File: src/rtl/wb_scoreboard_pkg.sv
// Shared writeback definitions: commit source, architectural sizes and the
// LSU writeback entry layout buffered between the LSU and the register file.
package wb_scoreboard_pkg;

    localparam int NUM_ARCH_REGS = 32;
    localparam int XLEN          = 64;
    localparam int REG_ADDR_W    = $clog2(NUM_ARCH_REGS);

    // Which producer owns the register-file write port in a given cycle.
    typedef enum logic [1:0] {
        WB_NONE,
        WB_ALU,
        WB_LSU
    } wb_src_e;

    // One buffered load writeback: destination plus data (69 bits).
    typedef struct packed {
        logic [REG_ADDR_W-1:0] addr;
        logic [XLEN-1:0]       data;
    } wb_entry_t;

    localparam int WB_ENTRY_W = $bits(wb_entry_t);

endpackage

File: src/rtl/wb_fifo.sv
// Generic synchronous FIFO. Binary read/write pointers carry one extra bit so
// that full and empty can be told apart when the index bits match.
module wb_fifo #(
    parameter int WIDTH = 69,
    parameter int DEPTH = 2
) (
    input  logic             clk,
    input  logic             rst_n,
    input  logic             push_i,
    input  logic [WIDTH-1:0] wdata_i,
    input  logic             pop_i,
    output logic [WIDTH-1:0] rdata_o,
    output logic             full_o,
    output logic             empty_o
);

    localparam int IDX_W = (DEPTH > 1) ? $clog2(DEPTH) : 1;
    localparam int PTR_W = IDX_W + 1;

    logic [WIDTH-1:0] mem_q [DEPTH];
    logic [PTR_W-1:0] wr_ptr_q, wr_ptr_d;
    logic [PTR_W-1:0] rd_ptr_q, rd_ptr_d;
    logic             do_push;
    logic             do_pop;

    assign full_o  = (wr_ptr_q[IDX_W] != rd_ptr_q[IDX_W]) &&
                     (wr_ptr_q[IDX_W-1:0] == rd_ptr_q[IDX_W-1:0]);
    assign empty_o = (wr_ptr_q == rd_ptr_q);
    assign do_push = push_i && !full_o;
    assign do_pop  = pop_i && !empty_o;
    assign rdata_o = mem_q[rd_ptr_q[IDX_W-1:0]];

    // Next pointer values; wrap falls out of the natural binary overflow.
    always_comb begin
        // NOTE: every always_comb output gets a default first so no path leaves it unassigned (no latch).
        wr_ptr_d = wr_ptr_q;
        rd_ptr_d = rd_ptr_q;
        if (do_push) wr_ptr_d = wr_ptr_q + PTR_W'(1);
        if (do_pop)  rd_ptr_d = rd_ptr_q + PTR_W'(1);
    end

    // Pointer registers; reset empties the FIFO and discards its contents.
    always_ff @(posedge clk) begin
        // NOTE: state is updated with non-blocking assignments so all registers sample the same edge.
        if (!rst_n) begin
            wr_ptr_q <= '0;
            rd_ptr_q <= '0;
        end else begin
            wr_ptr_q <= wr_ptr_d;
            rd_ptr_q <= rd_ptr_d;
        end
    end

    // Storage array write port.
    always_ff @(posedge clk) begin
        // NOTE: storage is deliberately not reset; the pointers alone decide which entries are valid.
        if (do_push) mem_q[wr_ptr_q[IDX_W-1:0]] <= wdata_i;
    end

endmodule

File: src/rtl/wb_scoreboard.sv
// Writeback stage: merges ALU results (fixed priority, no backpressure) with
// buffered LSU load results onto one register-file write port, and tracks a
// per-register count of in-flight writes for IDU hazard detection.
import wb_scoreboard_pkg::*;

module wb_scoreboard #(
    parameter int LSU_FIFO_DEPTH = 2,
    parameter int CNT_W          = 2
) (
    input  logic                  clk,
    input  logic                  rst_n,
    input  logic                  iss_vld,
    input  logic [REG_ADDR_W-1:0] iss_rd,
    output logic                  iss_stall,
    input  logic                  alu_wb_vld,
    input  logic [REG_ADDR_W-1:0] alu_wb_addr,
    input  logic [XLEN-1:0]       alu_wb_data,
    input  logic                  lsu_wb_vld,
    output logic                  lsu_wb_rdy,
    input  logic [REG_ADDR_W-1:0] lsu_wb_addr,
    input  logic [XLEN-1:0]       lsu_wb_data,
    output logic                  rf_we,
    output logic [REG_ADDR_W-1:0] rf_waddr,
    output logic [XLEN-1:0]       rf_wdata,
    input  logic [REG_ADDR_W-1:0] rs1_addr,
    input  logic [REG_ADDR_W-1:0] rs2_addr,
    output logic                  rs1_busy,
    output logic                  rs2_busy,
    output logic                  sb_err
);

    localparam logic [CNT_W-1:0] CNT_MAX = '1;

    wb_entry_t             lsu_in;
    wb_entry_t             lsu_head;
    logic                  fifo_full;
    logic                  fifo_empty;
    logic                  fifo_pop;

    wb_src_e               commit_src;
    logic [REG_ADDR_W-1:0] commit_addr;
    logic [XLEN-1:0]       commit_data;

    logic [CNT_W-1:0]      cnt_q [NUM_ARCH_REGS];
    logic [CNT_W-1:0]      cnt_d [NUM_ARCH_REGS];
    logic                  sb_err_q, sb_err_d;
    logic                  inc_en;
    logic                  dec_en;

    assign lsu_in.addr = lsu_wb_addr;
    assign lsu_in.data = lsu_wb_data;

    wb_fifo #(
        .WIDTH (WB_ENTRY_W),
        .DEPTH (LSU_FIFO_DEPTH)
    ) u_lsu_fifo (
        .clk     (clk),
        .rst_n   (rst_n),
        .push_i  (lsu_wb_vld),
        .wdata_i (lsu_in),
        .pop_i   (fifo_pop),
        .rdata_o (lsu_head),
        .full_o  (fifo_full),
        .empty_o (fifo_empty)
    );

    // Ready reflects only the registered fill level, never a same-cycle pop.
    assign lsu_wb_rdy = !fifo_full;

    // Commit arbitration: ALU first, then FIFO head; nothing commits in reset.
    always_comb begin
        commit_src  = WB_NONE;
        commit_addr = '0;
        commit_data = '0;
        if (rst_n) begin
            if (alu_wb_vld) begin
                commit_src  = WB_ALU;
                commit_addr = alu_wb_addr;
                commit_data = alu_wb_data;
            end else if (!fifo_empty) begin
                commit_src  = WB_LSU;
                commit_addr = lsu_head.addr;
                commit_data = lsu_head.data;
            end
        end
    end

    // An x0 entry still consumes its commit slot, it just never reaches the RF.
    assign fifo_pop = (commit_src == WB_LSU);
    assign rf_we    = (commit_src != WB_NONE) && (commit_addr != '0);
    assign rf_waddr = rf_we ? commit_addr : '0;
    assign rf_wdata = rf_we ? commit_data : '0;

    // A saturated counter refuses the issue even if that register commits now.
    assign iss_stall = iss_vld && (iss_rd != '0) && (cnt_q[iss_rd] == CNT_MAX);
    assign inc_en    = iss_vld && !iss_stall && (iss_rd != '0);
    assign dec_en    = (commit_src != WB_NONE) && (commit_addr != '0);

    // Per-register counter update; issue and commit to one register cancel out.
    always_comb begin
        logic inc_r;
        logic dec_r;
        inc_r    = 1'b0;
        dec_r    = 1'b0;
        cnt_d    = cnt_q;
        sb_err_d = sb_err_q;
        for (int r = 1; r < NUM_ARCH_REGS; r++) begin
            inc_r = inc_en && (iss_rd == REG_ADDR_W'(r));
            dec_r = dec_en && (commit_addr == REG_ADDR_W'(r));
            if (inc_r && !dec_r) begin
                cnt_d[r] = cnt_q[r] + CNT_W'(1);
            end else if (dec_r && !inc_r) begin
                if (cnt_q[r] == '0) sb_err_d = 1'b1;
                else                cnt_d[r] = cnt_q[r] - CNT_W'(1);
            end
        end
    end

    // Scoreboard state: counters and the sticky error flag.
    always_ff @(posedge clk) begin
        if (!rst_n) begin
            for (int r = 0; r < NUM_ARCH_REGS; r++) cnt_q[r] <= '0;
            sb_err_q <= 1'b0;
        end else begin
            cnt_q    <= cnt_d;
            sb_err_q <= sb_err_d;
        end
    end

    assign sb_err   = sb_err_q;
    assign rs1_busy = (rs1_addr != '0) && (cnt_q[rs1_addr] != '0);
    assign rs2_busy = (rs2_addr != '0) && (cnt_q[rs2_addr] != '0);

endmodule
File: config.mk
export PLATFORM = sky130hd
export DESIGN_NAME = wb_scoreboard
export DESIGN_NICKNAME = d
export VERILOG_FILES = /design/src/rtl/wb_scoreboard_pkg.sv /design/src/rtl/wb_fifo.sv /design/src/rtl/wb_scoreboard.sv
export SDC_FILE = /design/constraint.sdc
export NUM_CORES = 1
export LEC_CHECK = 0
export ABC_AREA = 1
export ABC_CLOCK_PERIOD_IN_PS = 4200
export BUFFER_PORTS_ARGS = -buffer_cell sky130_fd_sc_hd__buf_2
export CAP_MARGIN = 20
export CORE_MARGIN = 3
export CORE_UTILIZATION = 52
export CTS_CLUSTER_SIZE = 40
export DETAILED_ROUTE_END_ITERATION = 8
export MAX_ROUTING_LAYER = met4
export PLACE_DENSITY_LB_ADDON = 0.1
export SETUP_SLACK_MARGIN = 0.05
export SYNTH_ARGS = -nofsm -noshare
export SYNTH_HDL_FRONTEND = slang
export SYNTH_SLANG_ARGS = --single-unit
File: constraint.sdc
create_clock -name clk -period 4.2 [get_ports clk]
set_input_delay 0.63 -clock clk [delete_from_list [all_inputs] [get_ports clk]]
set_output_delay 0.63 -clock clk [all_outputs]
set_load 0.05 [all_outputs]
# Word level (Yosys, flattened, before mapping)

Memories as Yosys holds them, arrays and structs flattened. A register that Yosys moved wholly into a read port is not among the register bits.
Index checks and enable logic that the tools add are counted.

Bits in registers: 67
Memory bits (writable): 138
Input bits: 158
Output and inout port bits: 75
Logic and storage cells: 712
Memories: 1

Memory list:

| memory           | depth | bits a word | read ports | clocked after Yosys merged registers in | wr ports | RTL line      | RTL |
|---|---|---|---|---|---|---|---|
| u_lsu_fifo.mem_q | 2     | 69          | 1          | 1                                       | 1        | wb_fifo.sv:20 | `logic [WIDTH-1:0] mem_q [DEPTH];` |

Add/sub/neg operators: 64
Magnitude comparators: 3
Equal/unequal tests: 98
Muxes and demuxes: 210
Bitwise logic cells: 3
Reduce and logical (&&, ||, !) cells: 299

Operator list:

| kind                                                                   | number |
|---|---|
| 64-bit 2-to-1 mux                                                      | 4 |
| 2-bit 2-to-1 mux                                                       | 102 |
| 5-bit equality test (second input constant)                            | 32 |
| 1-bit logical AND                                                      | 134 |
| 1-bit 2-to-1 mux                                                       | 97 |
| 5-bit by 4-bit equality test with 1-bit output (second input constant) | 16 |
| 2-bit nonzero test                                                     | 34 |
| 2-bit by 1-bit adder with 2-bit output (second input constant)         | 33 |
| 1-bit logical NOT                                                      | 65 |
| 2-bit logical NOT                                                      | 31 |
| 2-bit != test (second input constant)                                  | 31 |
| 2-bit AND reduction                                                    | 31 |
| 2-bit by 1-bit subtractor with 2-bit output (second input constant)    | 31 |
| 5-bit by 3-bit equality test with 1-bit output (second input constant) | 8 |
| 2-bit binary-select mux with 5-bit select                              | 3 |
| 5-bit by 2-bit equality test with 1-bit output (second input constant) | 4 |
| 5-bit 2-to-1 mux                                                       | 4 |
| 5-bit nonzero test                                                     | 4 |
| 6-bit >= comparator (second input constant)                            | 3 |
| 5-bit inverter with 6-bit output                                       | 3 |
| 5-bit by 1-bit equality test with 1-bit output (second input constant) | 2 |
| 2-bit equality test (second input constant)                            | 2 |
| 2-bit equality test                                                    | 1 |
| 1-bit equality test                                                    | 1 |
| 1-bit != test                                                          | 1 |

# Depth between registers and ports, before layout

Gate-level depths: netlist of run 1.

Word-level depth: 104
Depth in mapped cells: 23
Depth with buffers taken out: 20

# By module

From an unflattened synthesis of run 1, not the netlist that was laid out.

Cells, all modules: 1571
Area total of the unflattened synthesis: 13023.7 µm²

By module, submodules not included:

| module        | instances | cells each | area each (µm²) | seq. area each (µm²) |
|---|---|---|---|---|
| wb_scoreboard | 1         | 1310       | 7741.2          | 1261.2 |
| wb_fifo       | 1         | 261        | 5282.6          | 4244.1 |

# Worst setup path before layout of run 1

Ideal clock, no wire load.

Path kind: reg-to-reg
Start: register u_lsu_fifo.wr_ptr_q[1]
End: memory u_lsu_fifo.mem_q[0][0] (enable)
Library setup time: 0.497 ns
Data arrival time: 4.020 ns
Data required time: 3.703 ns
Slack: -0.317 ns
Cell stages (with the launch flop): 5
Path buffers: 0
Period minus slack after synthesis: 4.517 ns
Cell sequence: dfxtp_1 -> xnor2_1 -> nand2b_1 -> nand2_1 -> nor2_1

Word-level cells in the longest chain between the ends: 6

RTL lines:

| item                                   | RTL line            | RTL |
|---|---|---|
| start, declared                        | wb_fifo.sv:21       | `logic [PTR_W-1:0] wr_ptr_q, wr_ptr_d;` |
| start signal, assigned                 | wb_fifo.sv:49       | `wr_ptr_q <= wr_ptr_d;` |
| 1-bit != test                          | wb_fifo.sv:26       | `assign full_o = (wr_ptr_q[IDX_W] != rd_ptr_q[IDX_W]) &&` |
| 1-bit logical AND                      | wb_fifo.sv:26       |  |
| 1-bit logical NOT                      | --                  |  |
| net lsu_wb_rdy                         | wb_scoreboard.sv:19 | `output logic lsu_wb_rdy,` |
| 1-bit logical AND                      | wb_fifo.sv:29       | `assign do_push = push_i && !full_o;` |
| 1-bit 2-to-1 mux                       | wb_fifo.sv:57       | `if (do_push) mem_q[wr_ptr_q[IDX_W-1:0]] <= wdata_i;` |
| 1-bit 2-to-1 mux (implied by the code) | wb_fifo.sv:57       |  |
| end, declared                          | wb_fifo.sv:20       |  |

The timed path passes the listed nets, and every way through them passes these cells.

==> results of run 1 <==
## final cells by class
cell class / count / area, µm²
fill: 2228 / 9320
multi-input combinational: 1125 / 6110
sequential: 206 / 5510
timing repair buffer: 252 / 1310
inverter: 249 / 935
clock buffer: 26 / 629
tap: 324 / 405
clock inverter: 18 / 150
antenna: 9 / 22.5
## synthesized netlist by cell type, types with 10 or more instances
cell type | n | area share (%)
mux2i_1 | 64 | 4.9
buf_2 | 23 | 0.89
buf_6 | 10 | 0.87
a211oi_1 | 47 | 2.7
maj3_1 | 15 | 1.2
ha_1 | 62 | 6.0
nor3_1 | 37 | 1.4
nor4_1 | 16 | 0.77
o21ai_0 | 111 | 4.3
clkbuf_1 | 37 | 1.1
nor2_1 | 170 | 4.9
a21oi_1 | 106 | 4.1
edfxtp_1 | 138 | 32
dfxtp_1 | 68 | 11
inv_2 | 17 | 0.49
nand2_1 | 358 | 10
or2_2 | 24 | 1.2
inv_1 | 231 | 6.7
nand3_1 | 56 | 2.2
nand4_1 | 35 | 1.7
## stage by stage
stage               setup slack [ns]  cells
finish                         0.453   2209
global route                   0.197   2209
floorplan                      0.822   1657
global placement               0.679   2156
detailed placement             0.633   2156
CTS                            0.396   2200
## worst max-delay path by stage
| stage | slack (ns) | cells after the start | end |
|---|---|---|---|
| floorplan | 0.82 | 4 | u_lsu_fifo.mem_q[0][0]$_DFFE_PP_ |
| global placement | 0.68 | 19 | cnt_q[57]$_SDFFE_PN0P_ |
| detailed placement | 0.63 | 19 | cnt_q[57]$_SDFFE_PN0P_ |
| CTS | 0.40 | 11 | rf_wdata[17] |
| global route | 0.20 | 11 | rf_wdata[60] |
| finish | 0.45 | 11 | rf_wdata[17] |
## report_power, final
group	leakage [nW]	switching [mW]	internal [mW]
clock network	0.370	0.843	1.21
registers	1.84	0.0505	2.30
logic	4.42	0.994	0.348
## flip-flops by register name, indices dropped and copies added (netlist names), named ones only
name                 count
cnt_q                   62
u_lsu_fifo.mem_q       138
u_lsu_fifo.rd_ptr_q      2
sb_err                   1
u_lsu_fifo.wr_ptr_q      2
## layer usage
layer	track usage, %	vias up	part of all wire (%)
li1	-	5906	-
met1	35.3	5528	41
met2	45.2	476	46
met3	7.24	85	9.0
met4	10.6	0	3.8
met5	-	-	0
## cell families after synthesis
logic type,after synthesis
flip-flops,206
XOR/XNOR,2
AO/OA/AOI/OAI,277
buffers and inverters,326
adder cells (fa/ha/maj),77
multiplexers,64
AND/OR/NAND/NOR,705
## placed cells by master (no fill, tap or decap), drive strengths merged, types with 47 or more instances in the layout
| cell | n |
|---|---|
| mux2i | 64 |
| nor2 | 172 |
| ha | 62 |
| nand3 | 59 |
| dfxtp | 68 |
| nand2 | 361 |
| inv | 249 |
| edfxtp | 138 |
| buf | 252 |
| a211oi | 47 |
| a21oi | 106 |
| o21ai | 117 |
==> results.sh, run 1 <==
export IMPL_reg2reg_slack_ns=1.05
export IMPL_hp_class="input port to flop"
export IMPL_die_area_um2=26800
export IMPL_place_area_um2=14300
export IMPL_design_area_um2=15100
export IMPL_worstHoldStart="lsu_wb_data[18]"
export IMPL_critPathKind="flop to output port"
export IMPL_hold_end="u_lsu_fifo.mem_q[0][18]$_DFFE_PP_"
export IMPL_critPathMaxStageDelay_ns=0.62
export IMPL_grt_max_degree=70
export IMPL_ant_nets=0
export IMPL_wl_per_cell_um=17.0
export IMPL_die_h_um=164
export IMPL_ctsResizeCount=0
export IMPL_ys_types=32
export IMPL_fin_crit_sh_pct=89.2
export IMPL_synth_mux_area_share_pct=4.95
export IMPL_tightest_slew_ns=0.944
export IMPL_synth_enable_flop_cells=138
export IMPL_start_kind="flop"
export IMPL_clk_latency_ns=0.52
export IMPL_yosys_area_share_xor_xnor_pct=0.135
export IMPL_route_detailed_drc=0
export IMPL_postSynthAreaPerCell_um2=7.82
export IMPL_fp_coreArea_um2=24400
export IMPL_cts_sinks=206
export IMPL_leakagePower_nw=6.63
export IMPL_crit_slowest_cell="dfxtp_4"
export IMPL_synthAdderAreaFrac_pct=7.15
export IMPL_cp_data_required_time_ns=3.57
export IMPL_drtPass1Iterations=7
export IMPL_utilization_pct=61.8
export IMPL_numCtsBuffers=24
export IMPL_cts_tree="built"
export IMPL_areaGrowthSynthToFinish_pct=16.4
export IMPL_ys_seq_area_share_pct=42.5
export IMPL_async_flop_share_pct=0
export IMPL_postCtsSetupBuffers=0
export IMPL_rsz0062_at_grt="no"
export IMPL_antenna_found_initial=9
export IMPL_clk_pin_slew_ns=0.06
export IMPL_vdd_drop_max_mv=0.307
export IMPL_wl_um=37500
export IMPL_ff2ff_path_depth=15
export IMPL_whs_ns=0.299
export IMPL_routed_via_density=5.43
export IMPL_cts_path_max_buffers=3
export IMPL_grt_util_all_layers_pct=28.5
export IMPL_vias=12000
export IMPL_slew_limit_headroom_pct=37.1
export IMPL_synth_main_ff_cell="edfxtp_1"
export IMPL_cpMostUsedCell="nand2_1"
export IMPL_finClkSkew_ns=0.0136
export IMPL_worstPathBufferInverterCount=3
export IMPL_h_tree_depth=1
export IMPL_portBuffers=232
export IMPL_hold_violations=0
export IMPL_syn_cell_area_um2=12900
export IMPL_crit_family="buffers and inverters"
export IMPL_outcome="finished clean"
export IMPL_worst_path_max_fanout=65
export IMPL_synth_seq_cells=206
export IMPL_clock_fmax_mhz=267
export IMPL_rows=57
export IMPL_grt_pass1_vias=11400
export IMPL_synth_compound_area_share_pct=11.7
export IMPL_initial_utilization_pct=53.1
export IMPL_drt_initial_drc_count=971
export IMPL_ios=233
export IMPL_worstPathArrival_ns=3.12
export IMPL_grt_overflow_total=0
export IMPL_die_x_um=164
export IMPL_slew_viol_final=0
export IMPL_gp_congestion=1.02
export IMPL_finalSetupTns_ns=0
export IMPL_max_cap_viol_count=0
export IMPL_syn_inst=1657
export IMPL_hold_buffers=0
export IMPL_reg2reg_to="cnt_q[9]$_SDFFE_PN0P_"
export IMPL_dpl_hpwl_um=27900
export IMPL_yosys_area_share_simple_pct=23.1
export IMPL_p_per_area_nw_per_um2=381
export IMPL_min_path_cells=1
export IMPL_final_layout_size_suffix_gt1_share_pct=18.3
export IMPL_synth_top_family_by_area="simple AND/OR/NAND/NOR gates"
export IMPL_end_kind="output port"
export IMPL_crit_chain="inv_1 -> nand2_1 -> nand2_1 -> nand3_1 -> nand2_1 -> nand2_1 -> nand2_1 -> nor2_4 -> buf_4 -> a21oi_1 -> buf_2"
export IMPL_total_power_mw=5.74
export IMPL_period_minus_slack_ns=3.75
export IMPL_ys_warn_count=0
export IMPL_synthesis_nets=1877
export IMPL_setup_viol=0
export IMPL_grt_pass1_wl_um=58600
export IMPL_nets=2078
export IMPL_root_buffer="clkbuf_16"
Power figures use the tool's default switching activity.
==> inputs of run 2 (changes only) <==
--- a/config.mk
+++ b/config.mk
@@ -6,15 +6,15 @@
 export NUM_CORES = 1
 export LEC_CHECK = 0
 export ABC_AREA = 1
-export ABC_CLOCK_PERIOD_IN_PS = 4200
+export ABC_CLOCK_PERIOD_IN_PS = 3800
 export BUFFER_PORTS_ARGS = -buffer_cell sky130_fd_sc_hd__buf_2
 export CAP_MARGIN = 20
 export CORE_MARGIN = 3
-export CORE_UTILIZATION = 52
+export CORE_UTILIZATION = 57
 export CTS_CLUSTER_SIZE = 40
 export DETAILED_ROUTE_END_ITERATION = 8
 export MAX_ROUTING_LAYER = met4
-export PLACE_DENSITY_LB_ADDON = 0.1
+export PLACE_DENSITY = 0.81
 export SETUP_SLACK_MARGIN = 0.05
 export SYNTH_ARGS = -nofsm -noshare
 export SYNTH_HDL_FRONTEND = slang
==> constraint.sdc (replaced) <==
create_clock -name clk -period 3.8 [get_ports clk]
set_input_delay 0.57 -clock clk [delete_from_list [all_inputs] [get_ports clk]]
set_output_delay 0.57 -clock clk [all_outputs]
set_load 0.05 [all_outputs]
==> run 2 against run 1 <==
- core utilization up 6.3 points
- first-iteration DRC count fell by 10%
- wire length increased by 3.6%
- hold slack worse by 0.069 ns
- combinational power up 13%
- clock skew is essentially flat
- total power increased by 9.5%
- count of clock-buffer cells in the layout rose by 2
- via count is 1.5% higher
- sequential power grew 11%
- non-clock buffer count is 7 higher
- flip-flop and latch count is the same
- critical path type unchanged
- critical endpoint is now rf_wdata[55]
- highest routed layer unchanged
==> results.sh, run 2 (synthesis gave the netlist of run 1 again) <==
export IMPL_antenna_found_initial=5
export IMPL_cts_sinks=206
export IMPL_hp_class="input port to flop"
export IMPL_grt_util_all_layers_pct=32.3
export IMPL_fp_coreArea_um2=22100
export IMPL_final_cell_mix="357 x nand2_1, 232 x buf_2, 230 x inv_1"
export IMPL_route_detailed_drc=0
export IMPL_min_path_cells=1
export IMPL_rsz0062_at_grt="no"
export IMPL_worstPathArrival_ns=2.86
export IMPL_design_area_um2=15000
export IMPL_ios=233
export IMPL_die_h_um=157
export IMPL_ff2ff_path_depth=17
export IMPL_hold_buffers=0
export IMPL_ant_nets=0
export IMPL_setup_viol=0
export IMPL_max_cap_viol_count=0
export IMPL_wl_um=38800
export IMPL_rows=54
export IMPL_stdcell_count=2166
export IMPL_final_layout_size_suffix_gt1_share_pct=18.3
export IMPL_areaGrowthSynthToFinish_pct=16.2
export IMPL_ctsResizeCount=0
export IMPL_dpl_hpwl_um=28300
export IMPL_cts_tree="built"
export IMPL_place_area_um2=14300
export IMPL_nets=2084
export IMPL_p_per_area_nw_per_um2=418
export IMPL_die_x_um=157
export IMPL_post_place_ws_ns=0.557
export IMPL_initial_utilization_pct=58.6
export IMPL_dp_cells=2119
export IMPL_outcome="finished clean"
export IMPL_wl_per_cell_um=17.9
export IMPL_cts_path_max_buffers=3
export IMPL_end_kind="output port"
export IMPL_clk_pin_slew_ns=0.06
export IMPL_drt_initial_drc_count=873
export IMPL_grt_max_degree=65
export IMPL_clk_latency_ns=0.53
export IMPL_die_area_um2=24600
export IMPL_slew_limit_headroom_pct=45.1
export IMPL_routed_via_density=5.62
export IMPL_drtPass1Iterations=6
export IMPL_h_tree_depth=1
export IMPL_grt_pass1_wl_um=61300
export IMPL_clock_fmax_mhz=291
export IMPL_finClkSkew_ns=0.0138
export IMPL_largest_reg_flops=138
export IMPL_portBuffers=232
export IMPL_start_kind="flop"
export IMPL_fin_crit_sh_pct=90.4
export IMPL_finalSetupTns_ns=0
export IMPL_vias=12200
export IMPL_leakagePower_nw=6.66
export IMPL_whs_ns=0.230
export IMPL_root_buffer="clkbuf_16"
export IMPL_worst_path_max_fanout=46
export IMPL_grt_overflow_total=0
export IMPL_tightest_slew_ns=0.821
export IMPL_slew_viol_final=0
export IMPL_critPathKind="flop to output port"
export IMPL_setup_slack_ns=0.366
export IMPL_postCtsSetupBuffers=0
export IMPL_grt_pass1_vias=11700
export IMPL_vdd_drop_max_mv=0.484
export IMPL_cp_data_required_time_ns=3.23
export IMPL_gp_congestion=0.998
export IMPL_hold_violations=0
export IMPL_numCtsBuffers=23
export IMPL_period_minus_slack_ns=3.43
export IMPL_mostFrequentLayoutCell="nand2_1"
-- run 2: changes by cell type in the layout (fill, tap and decap cells not counted) --
cell        previous run  this run
clkinv_2               5         4
clkinvlp_4             5         1
clkbuf_16             25        23
buf_12                 0         3
inv_16                 0         1
buf_4                 20        24
clkbuf_1               1         5
inv_6                  1         0
clkinv_1               6         7
diode_2                9         5
-- run 2: through the flow --
stage	total power, mW	util [%]
floorplan	3.73	-
global placement	4.12	64.7
detailed placement	4.15	64.8
CTS	6.32	68.0
global route	6.54	68.1
finish	6.29	68.1
-- run 2: path summary, 6_finish.rpt --
path	startpoint	endpoint	slack, ns
max reg2reg	flop	sb_err$_SDFF_PN0_	0.85
min	lsu_wb_data[36]	u_lsu_fifo.mem_q[1][36]$_DFFE_PP_	0.23
max	flop	rf_wdata[55]	0.37
min reg2reg	u_lsu_fifo.rd_ptr_q[1]$_SDFFE_PN0P_	u_lsu_fifo.rd_ptr_q[1]$_SDFFE_PN0P_	0.49
-- run 2: worst max-delay path, stage by stage (launching register included) --
cell	delay, ns
dfxtp_4	0.59
buf_4	0.71
mux2i_1	0.20
o21ai_0	0.23
inv_1	0.07
a21oi_1	0.18
buf_2	0.31
-- run 2: layout make-up --
| type | count | area [µm²] |
|---|---|---|
| antenna | 5 | 12.5 |
| clock buffer | 28 | 594 |
| clock inverter | 14 | 130 |
| fill | 1793 | 7050 |
| inverter | 249 | 935 |
| multi-input combinational | 1125 | 6110 |
| sequential | 206 | 5510 |
| tap | 280 | 350 |
| timing repair buffer | 259 | 1400 |
-- run 2: metal layers --
| layer | share of wire [%] | track usage (%) | wire (µm) |
|---|---|---|---|
| met1 | 39 | 39.4 | 15100 |
| met4 | 3.8 | 11.0 | 1470 |
| met2 | 48 | 52.9 | 18600 |
| met3 | 9.6 | 7.66 | 3720 |
| met5 | 0 | - | 0 |
-- run 2: power breakdown --
part | internal, mW | leakage [nW] | switching, mW
Sequential | 2.54 | 1.84 | 0.0579
Combinational | 0.400 | 4.47 | 1.12
Clock | 1.25 | 0.353 | 0.912
Total | 4.20 | 6.66 | 2.09
